$ cat config.mk
export PLATFORM = sky130hd
export DESIGN_NAME = led_matrix_scan
export DESIGN_NICKNAME = d
export VERILOG_FILES = /design/src/rtl/nim_pkg.sv /design/src/rtl/scan_tick.sv /design/src/rtl/led_matrix_scan.sv
export SDC_FILE = /design/constraint.sdc
export NUM_CORES = 1
export LEC_CHECK = 0
export ABC_AREA = 1
export CORE_MARGIN = 3
export CORE_UTILIZATION = 59
export CTS_CLUSTER_DIAMETER = 150
export DETAILED_ROUTE_END_ITERATION = 8
export MAX_ROUTING_LAYER = met4
export PLACE_DENSITY = 0.84
export SLEW_MARGIN = 20
export SYNTH_ARGS = -nofsm -noshare
export SYNTH_HDL_FRONTEND = slang
export SYNTH_SLANG_ARGS = --single-unit
export TNS_END_PERCENT = 1
$ cat constraint.sdc
create_clock -name clk -period 14.75 [get_ports clk]
set_input_delay 2.95 -clock clk [delete_from_list [all_inputs] [get_ports clk]]
set_output_delay 2.95 -clock clk [all_outputs]
set_load 0.01 [all_outputs]
$ cat src/rtl/nim_pkg.sv
// Shared types and constants for the Nim board display path.
package nim_pkg;

    // One colour plane, indexed [row][col].
    typedef logic [0:7][7:0] image_t;

    localparam int unsigned NUM_ROWS = 8;
    localparam int unsigned ROW_BITS = 32;

    typedef enum logic [2:0] {
        LOAD     = 3'd0,
        SHIFT_LO = 3'd1,
        SHIFT_HI = 3'd2,
        LATCH    = 3'd3,
        DWELL    = 3'd4
    } scan_state_t;

    // Row word as it leaves the shift chain: {anode, R, G, B}. Anodes are
    // always active-high; colour bytes are flipped for cathode-sink drivers.
    function automatic logic [ROW_BITS-1:0] build_row_word(
        input logic [2:0] row,
        input logic [7:0] red,
        input logic [7:0] green,
        input logic [7:0] blue,
        input bit         active_low
    );
        logic [7:0] anode;
        logic [7:0] mask;
        anode = 8'b1 << row;
        mask  = active_low ? 8'hFF : 8'h00;
        return {anode, red ^ mask, green ^ mask, blue ^ mask};
    endfunction

endpackage

$ cat src/rtl/scan_tick.sv
// Loadable down-counter: after a load, strobes o_expire for one cycle on the
// N-th cycle (counting the first cycle after the load edge as cycle 1).
module scan_tick #(
    parameter int unsigned N = 1
) (
    input  logic i_clk,
    input  logic i_rst,
    input  logic i_load,
    output logic o_expire
);

    localparam int unsigned W = (N > 1) ? $clog2(N) : 1;
    localparam logic [W-1:0] LOAD_VAL = W'(N - 1);

    logic [W-1:0] r_cnt;
    logic         r_armed;

    // Count down from N-1; a load always wins over the running count.
    always_ff @(posedge i_clk or posedge i_rst) begin
        if (i_rst) begin
            r_cnt   <= '0;
            r_armed <= 1'b0;
        end else if (i_load) begin
            r_cnt   <= LOAD_VAL;
            r_armed <= 1'b1;
        end else if (r_armed) begin
            if (r_cnt == '0) begin
                r_armed <= 1'b0;
            end else begin
                r_cnt <= r_cnt - W'(1);
            end
        end
    end

    assign o_expire = r_armed && (r_cnt == '0);

endmodule

$ cat src/rtl/led_matrix_scan.sv
// Row-multiplexed scan controller for the 8x8 RGB matrix behind a 4x 595 chain.
//
//   state    | meaning
//   ---------+---------------------------------------------------------------
//   LOAD     | 1 cycle: snapshot planes on row 0, build the 32-bit row word
//   SHIFT_LO | CLK_DIV cycles: sh_cp low, present next bit (MSB first) on ds
//   SHIFT_HI | CLK_DIV cycles: sh_cp high, ds held; bit counter steps on exit
//   LATCH    | CLK_DIV cycles: st_cp high, chain contents move to the outputs
//   DWELL    | DWELL_CYCLES cycles: oe_n low, row lit; row advances on exit
module led_matrix_scan
    import nim_pkg::*;
#(
    parameter int unsigned CLK_DIV          = 2,
    parameter int unsigned DWELL_CYCLES     = 1000,
    parameter bit          COLOR_ACTIVE_LOW = 1'b1
) (
    input  logic       clk,
    input  logic       newGame,
    input  image_t     image_red,
    input  image_t     image_green,
    input  image_t     image_blue,
    output logic       ds,
    output logic       sh_cp,
    output logic       st_cp,
    output logic       oe_n,
    output logic [2:0] row_idx,
    output logic       frame_done
);

    localparam int unsigned ROW_W = $clog2(NUM_ROWS);
    localparam int unsigned BIT_W = $clog2(ROW_BITS);
    localparam logic [ROW_W-1:0] LAST_ROW  = ROW_W'(NUM_ROWS - 1);
    localparam logic [BIT_W-1:0] FIRST_BIT = BIT_W'(ROW_BITS - 1);

    scan_state_t         r_state;
    scan_state_t         w_state_nxt;
    logic [BIT_W-1:0]    r_bit;
    logic [BIT_W-1:0]    w_bit_dec;
    logic [ROW_W-1:0]    r_row;
    image_t              r_snap_red;
    image_t              r_snap_green;
    image_t              r_snap_blue;
    logic [ROW_BITS-1:0] r_word;
    logic [ROW_BITS-1:0] w_word;

    logic r_ds;
    logic r_sh_cp;
    logic r_st_cp;
    logic r_oe_n;
    logic w_ds_nxt;
    logic w_sh_cp_nxt;
    logic w_st_cp_nxt;
    logic w_oe_n_nxt;

    logic w_state_chg;
    logic w_div_load;
    logic w_div_exp;
    logic w_dwell_load;
    logic w_dwell_exp;

    // Half-period / latch-pulse timer, reloaded on entry to every CLK_DIV state.
    scan_tick #(
        .N (CLK_DIV)
    ) u_div_tick (
        .i_clk    (clk),
        .i_rst    (newGame),
        .i_load   (w_div_load),
        .o_expire (w_div_exp)
    );

    // Row on-time timer, reloaded on entry to DWELL.
    scan_tick #(
        .N (DWELL_CYCLES)
    ) u_dwell_tick (
        .i_clk    (clk),
        .i_rst    (newGame),
        .i_load   (w_dwell_load),
        .o_expire (w_dwell_exp)
    );

    assign w_bit_dec    = r_bit - BIT_W'(1);
    assign w_state_chg  = (w_state_nxt != r_state);
    assign w_div_load   = w_state_chg && (w_state_nxt inside {SHIFT_LO, SHIFT_HI, LATCH});
    assign w_dwell_load = w_state_chg && (w_state_nxt == DWELL);

    // Row 0 reads the live planes because the snapshot is written on this same edge.
    always_comb begin
        w_word = '0;
        if (r_row == '0) begin
            w_word = build_row_word(r_row, image_red[r_row], image_green[r_row],
                                    image_blue[r_row], COLOR_ACTIVE_LOW);
        end else begin
            w_word = build_row_word(r_row, r_snap_red[r_row], r_snap_green[r_row],
                                    r_snap_blue[r_row], COLOR_ACTIVE_LOW);
        end
    end

    // State register.
    always_ff @(posedge clk or posedge newGame) begin
        if (newGame) begin
            r_state <= LOAD;
        end else begin
            r_state <= w_state_nxt;
        end
    end

    // Next-state decode.
    always_comb begin
        w_state_nxt = r_state;
        case (r_state)
            LOAD:     w_state_nxt = SHIFT_LO;
            SHIFT_LO: if (w_div_exp) w_state_nxt = SHIFT_HI;
            SHIFT_HI: if (w_div_exp) w_state_nxt = (r_bit == '0) ? LATCH : SHIFT_LO;
            LATCH:    if (w_div_exp) w_state_nxt = DWELL;
            DWELL:    if (w_dwell_exp) w_state_nxt = LOAD;
            default:  w_state_nxt = LOAD;
        endcase
    end

    // Output decode from the next state, so the pins come straight off flops.
    always_comb begin
        w_sh_cp_nxt = (w_state_nxt == SHIFT_HI);
        w_st_cp_nxt = (w_state_nxt == LATCH);
        w_oe_n_nxt  = (w_state_nxt != DWELL);
        w_ds_nxt    = r_ds;
        if ((w_state_nxt == SHIFT_LO) && (r_state == LOAD)) begin
            w_ds_nxt = w_word[ROW_BITS-1];
        end else if ((w_state_nxt == SHIFT_LO) && (r_state == SHIFT_HI)) begin
            w_ds_nxt = r_word[w_bit_dec];
        end
        frame_done = (r_state == DWELL) && w_dwell_exp && (r_row == LAST_ROW);
    end

    // Pin registers.
    always_ff @(posedge clk or posedge newGame) begin
        if (newGame) begin
            r_ds    <= 1'b0;
            r_sh_cp <= 1'b0;
            r_st_cp <= 1'b0;
            r_oe_n  <= 1'b1;
        end else begin
            r_ds    <= w_ds_nxt;
            r_sh_cp <= w_sh_cp_nxt;
            r_st_cp <= w_st_cp_nxt;
            r_oe_n  <= w_oe_n_nxt;
        end
    end

    // Snapshot, row word, bit and row counters.
    always_ff @(posedge clk or posedge newGame) begin
        if (newGame) begin
            r_row        <= '0;
            r_bit        <= FIRST_BIT;
            r_word       <= '0;
            r_snap_red   <= '0;
            r_snap_green <= '0;
            r_snap_blue  <= '0;
        end else begin
            if (r_state == LOAD) begin
                r_word <= w_word;
                if (r_row == '0) begin
                    r_snap_red   <= image_red;
                    r_snap_green <= image_green;
                    r_snap_blue  <= image_blue;
                end
            end
            // Bit 0 wraps to 31, leaving the counter ready for the next row.
            if ((r_state == SHIFT_HI) && w_div_exp) begin
                r_bit <= w_bit_dec;
            end
            if ((r_state == DWELL) && w_dwell_exp) begin
                r_row <= (r_row == LAST_ROW) ? '0 : r_row + ROW_W'(1);
            end
        end
    end

    assign ds      = r_ds;
    assign sh_cp   = r_sh_cp;
    assign st_cp   = r_st_cp;
    assign oe_n    = r_oe_n;
    assign row_idx = r_row;

endmodule

# Word level (Yosys, flattened, before mapping)
# Cells that the tools add are included.
# op_classes
shifts	1
n_reduce_logical	19
eq_ne	12
bitwise	8
muxes	42
n_addsub	4
magnitude_cmp	2
# ops
operator	count
binary-select mux 8 bit (select 3 bit)	6
2-to-1 mux 8 bit	12
NOT 8 bit	6
2-to-1 mux 10 bit	3
2-to-1 mux 24 bit	1
2-to-1 mux 3 bit	5
case mux 3 bit (5 select lines)	1
== test 3 x 2 -> 1 bit, second input constant	4
2-to-1 mux 1 bit	12
logical NOT 10 bit	1
subtractor 10 x 1 -> 10 bit, second input constant	1
== test 3 bit, second input constant	3
logical AND 1 bit	9
<< shifter 1 x 3 -> 8 bit, first input constant	1
== test 3 x 1 -> 1 bit, second input constant	2
logical NOT 3 bit	2
less-than comparator 5 x 6 -> 1 bit, second input constant	1
nonzero test 2 bit	3
binary-select mux 1 bit (select 5 bit)	1
logical NOT 5 bit	1
subtractor 5 x 1 -> 5 bit, second input constant	1
>= comparator 4 bit, second input constant	1
NOT 3 -> 4 bit	1
AND reduction 2 bit	2
other kinds (8)	8
# totals
wordCells	124
regBits	252
out_inout_bits	8
inputBits	194

# Depth between registers and ports, before layout
# depth
word_depth	8
depth_mapped	14
ltp_nobuf	12

# Hierarchy
# From an unflattened synthesis, not the netlist that was laid out.
# hier_totals
hier_cells	1446
area_unflattened_um2	12912.4
# by_module_without_submodules
module	cells_per_inst	area_per_inst_um2	n_inst
led_matrix_scan	1340	12127.9	1
scan_tick at u_dwell_tick	96	704.4	1
scan_tick at u_div_tick	10	80.1	1

# Worst setup path after synthesis
# OpenSTA, ideal clock, no wires.
# synth_path
path_type	register -> output
from	register u_dwell_tick.r_cnt[0]
to	output port frame_done
arrival_time_ps	1426
stages_incl_launch_ff	9
slack_ps	10374
t_required_ps	11800
path_cell_list	dfrtp_1 inv_1 ha_1 nand4_1 nor2_1 inv_1 nor3_2 nand2_1 nor2_1
# synth_via
elab_chain_cells	4
# synth_rtl
item	line	text
from (decl)	scan_tick.sv:15	logic [W-1:0] r_cnt;
from (signal assigned)	scan_tick.sv:30	r_cnt <= r_cnt - W'(1);
logical NOT 10 bit	scan_tick.sv:35	assign o_expire = r_armed && (r_cnt == '0);
logical AND 1 bit	scan_tick.sv:35	
logical AND 1 bit (2 in a row)	led_matrix_scan.sv:131	frame_done = (r_state == DWELL) && w_dwell_exp && (r_row == LAST_ROW);
to (decl)	led_matrix_scan.sv:27	output logic frame_done
# No other way between the ends.

# Final worst setup path
# Ends and elaborated chain as after synthesis.

==> results_dict.tcl <==
set metrics [dict create \
    end_kind "primary output" \
    holdBufCountCts 0 \
    skew_ps 16.6 \
    drt_iter0_markers 1023 \
    required_ps 11800 \
    synth_top_area_share_pct 47.4 \
    coreArea_um2 21400 \
    grt-busiest-layer "met2" \
    syn2layout_area_growth_pct 21.9 \
    clkLatencyLatePin_ps 540 \
    ys_seq_area_share_pct 48.6 \
    clk_pin_slew_ps 60 \
    leakage_nw 7.46 \
    htreeDepth 1 \
    port-buffer-count 201 \
    synth_cells 1389 \
    ys_top_cells_by_count "246 x dfrtp_1, 221 x nand2_1, 162 x nor2_1, 145 x o21ai_0, 112 x a21oi_1" \
    max-vdd-ir-drop_mv 0.0716 \
    tightest_slew_ps 1040 \
    design_area_um2 15800 \
    multi_input_area_um2 5810 \
    grt_max_degree 119 \
    grt_use_met1_pct 39.0 \
    path_class "flop to primary output" \
    ys_ff_latch 252 \
    nets 1743 \
    critPathMaxFanout 6 \
    fillers 1482 \
    clockBufferDepth 3 \
    setup_slack_ps 9030 \
    syn_area_um2 13000 \
    post-cts-setup-buffers 0 \
    synth_cell_types 32 \
    die_w_um 154 \
    cts_buffers 27 \
    design.die.area_um2 23800 \
    grt_util_all_layers_pct 29.0 \
    yosys-top-cells-area "dfrtp_1 47%, mux2_4 12%, nand2_1 6.4%, o21ai_0 5.6%, nor2_1 4.7%" \
    placed_area_um2 15000 \
    maxCapViolCount 0 \
    preCtsSetupSlack_ps 9560 \
    antenna_found_initial 1 \
    synth.avg_cell_area_um2 9.35 \
    gr-usage-met3_pct 4.76 \
    firstDrtPassIters 5 \
    startpoint_type "flop" \
    vias 10800 \
    drtAntennaViolNets 0 \
    rsz0062_at_grt "false" \
    regArea_um2 6320 \
    post_drt_wl_per_cell_um 18.6 \
    avgViaCountPerCell 5.87 \
    async_flop_share_pct 100 \
    setup_viol 0 \
    yosysWarnings 0 \
    max_freq_ghz 0.175 \
    synth_fp_nets 1593 \
    wl_mm 34.1 \
    hp-class "flop to flop" \
    post_cts_resized 0 \
    io_pins 202 \
    yosysMostFrequentCell "dfrtp_1" \
    post-synth-top-area-cell "dfrtp_1" \
    cts_tree "done" \
    fp.dieH_um 154 \
    gp_congestion 0.892 \
    grt_overflow_total 0 \
    status "finished clean" \
    setup_tns_ps 0 \
    initial_core_util_pct 60.8 \
    grt_first_pass_wirelength_mm 55.3 \
    first_global_vias 10900 \
    cts_root_buf "clkbuf_16" \
    dp_hpwl_mm 21.8 \
    drive_above_1_share_pct 13.9 \
    drc 0 \
    synth_ff_type "dfrtp_1" \
    power_density_nw_per_um2 96.3 \
    synth_edf_count 0 \
    drv_slew 0 \
    met2_usage_pct 45.5 \
    arrival_ps 2770 \
    finalHoldViolations 0 \
    slew_headroom_pct 31.0 \
    rows 53 \
    cts.sink_count 252 \
    timing.final.crit_share_pct 38.8 \
    post-route-min-period_ps 5720 \
]
-- layer usage --
layer,routed length (um),vias up
met3,2550,86
met4,1020,0
met2,16100,497
met1,14400,5225
met5,0,-
li1,-,4959
-- state kept, by name (all words and copies together) (netlist names) --
name / count
u_dwell_tick.r_armed: 1
r_state: 3
ds: 1
st_cp: 1
oe_n: 1
r_snap_green: 64
u_div_tick.r_armed: 1
u_div_tick.r_cnt: 1
r_snap_blue: 64
r_word: 32
r_snap_red: 64
u_dwell_tick.r_cnt: 10
r_bit: 5
row_idx: 3
sh_cp: 1
-- path summary, 6_finish.rpt --
| kind | startpoint | endpoint | slack [ps] | cells past startpoint |
|---|---|---|---|---|
| min reg2reg | r_snap_red[53] | r_snap_red[53] | 490 | 2 |
| max | u_dwell_tick.r_cnt[0] | frame_done | 9030 | 9 |
| min in group asynchronous | newGame | r_snap_green[51] | 2970 | 2 |
| max reg2reg | row_idx[0] | r_snap_red[4] | 10480 | 7 |
| max in group asynchronous | newGame | row_idx[1] | 10210 | 3 |
| min | r_snap_red[53] | r_snap_red[53] | 490 | 2 |
-- power by group --
group          switching [mW]  internal [mW]  leakage [nW]
clock                   0.276          0.378         0.415
sequential             0.0166          0.722          2.94
combinational          0.0508         0.0809          4.11
-- logic make-up (layout without fill, tap and decap cells) --
group | Yosys count | in the layout | synth area share, %
and+or+nand+nor | 463 | 463 | 14.3
AOI/OAI and AO/OA | 314 | 314 | 13.4
DFF | 252 | 252 | 48.6
buffers and inverters | 200 | 370 | 6.89
muxes | 144 | 144 | 15.4
adders and majority gates | 10 | 10 | 0.963
xor gates and xnor gates | 6 | 6 | 0.405
other | 0 | 1 | 0
-- critical path, stage by stage (launching register included) --
cell	delay (ps)
dfrtp_1	380
inv_1	170
ha_1	190
nand4_1	90
nor2_1	200
inv_1	80
nor3_2	210
nand2_1	180
nor2_1	180
clkdlybuf4s50_1	560
-- stage by stage --
step / utilization (%) / total power [mW] / hold slack [ps] / std cells
2_1_floorplan: - / 0.805 / 448 / 1389
4_1_cts: 74.1 / 1.53 / 485 / 1834
3_3_place_gp: 70.2 / 0.877 / 461 / 1785
3_5_place_dp: 70.2 / 0.880 / 471 / 1785
5_1_grt: 74.2 / 1.57 / 507 / 1835
6_report: 74.2 / 1.52 / 486 / 1835
-- layout make-up --
type / instances / share of cell area (%)
Tap cell: 275 / 2.17
Timing Repair Buffer: 211 / 13.2
Clock buffer: 45 / 5.20
Sequential cell: 252 / 39.9
Clock inverter: 4 / 0.166
Multi-Input combinational cell: 937 / 36.7
Inverter: 110 / 2.67
Antenna cell: 1 / 0.0158
-- cells in the final DEF (no fill, tap or decap), types with 12 or more instances in the layout --
master / count
dfrtp_1: 243
nor2_1: 161
o21ai_0: 145
nand2_1: 221
a32o_1: 12
clkdlybuf4s50_1: 201
mux2_4: 100
o221ai_1: 22
clkbuf_16: 27
a21oi_1: 112
inv_1: 103
mux2_2: 44
nand3_1: 65
a31oi_1: 19
(Power assumes the default switching activity.)
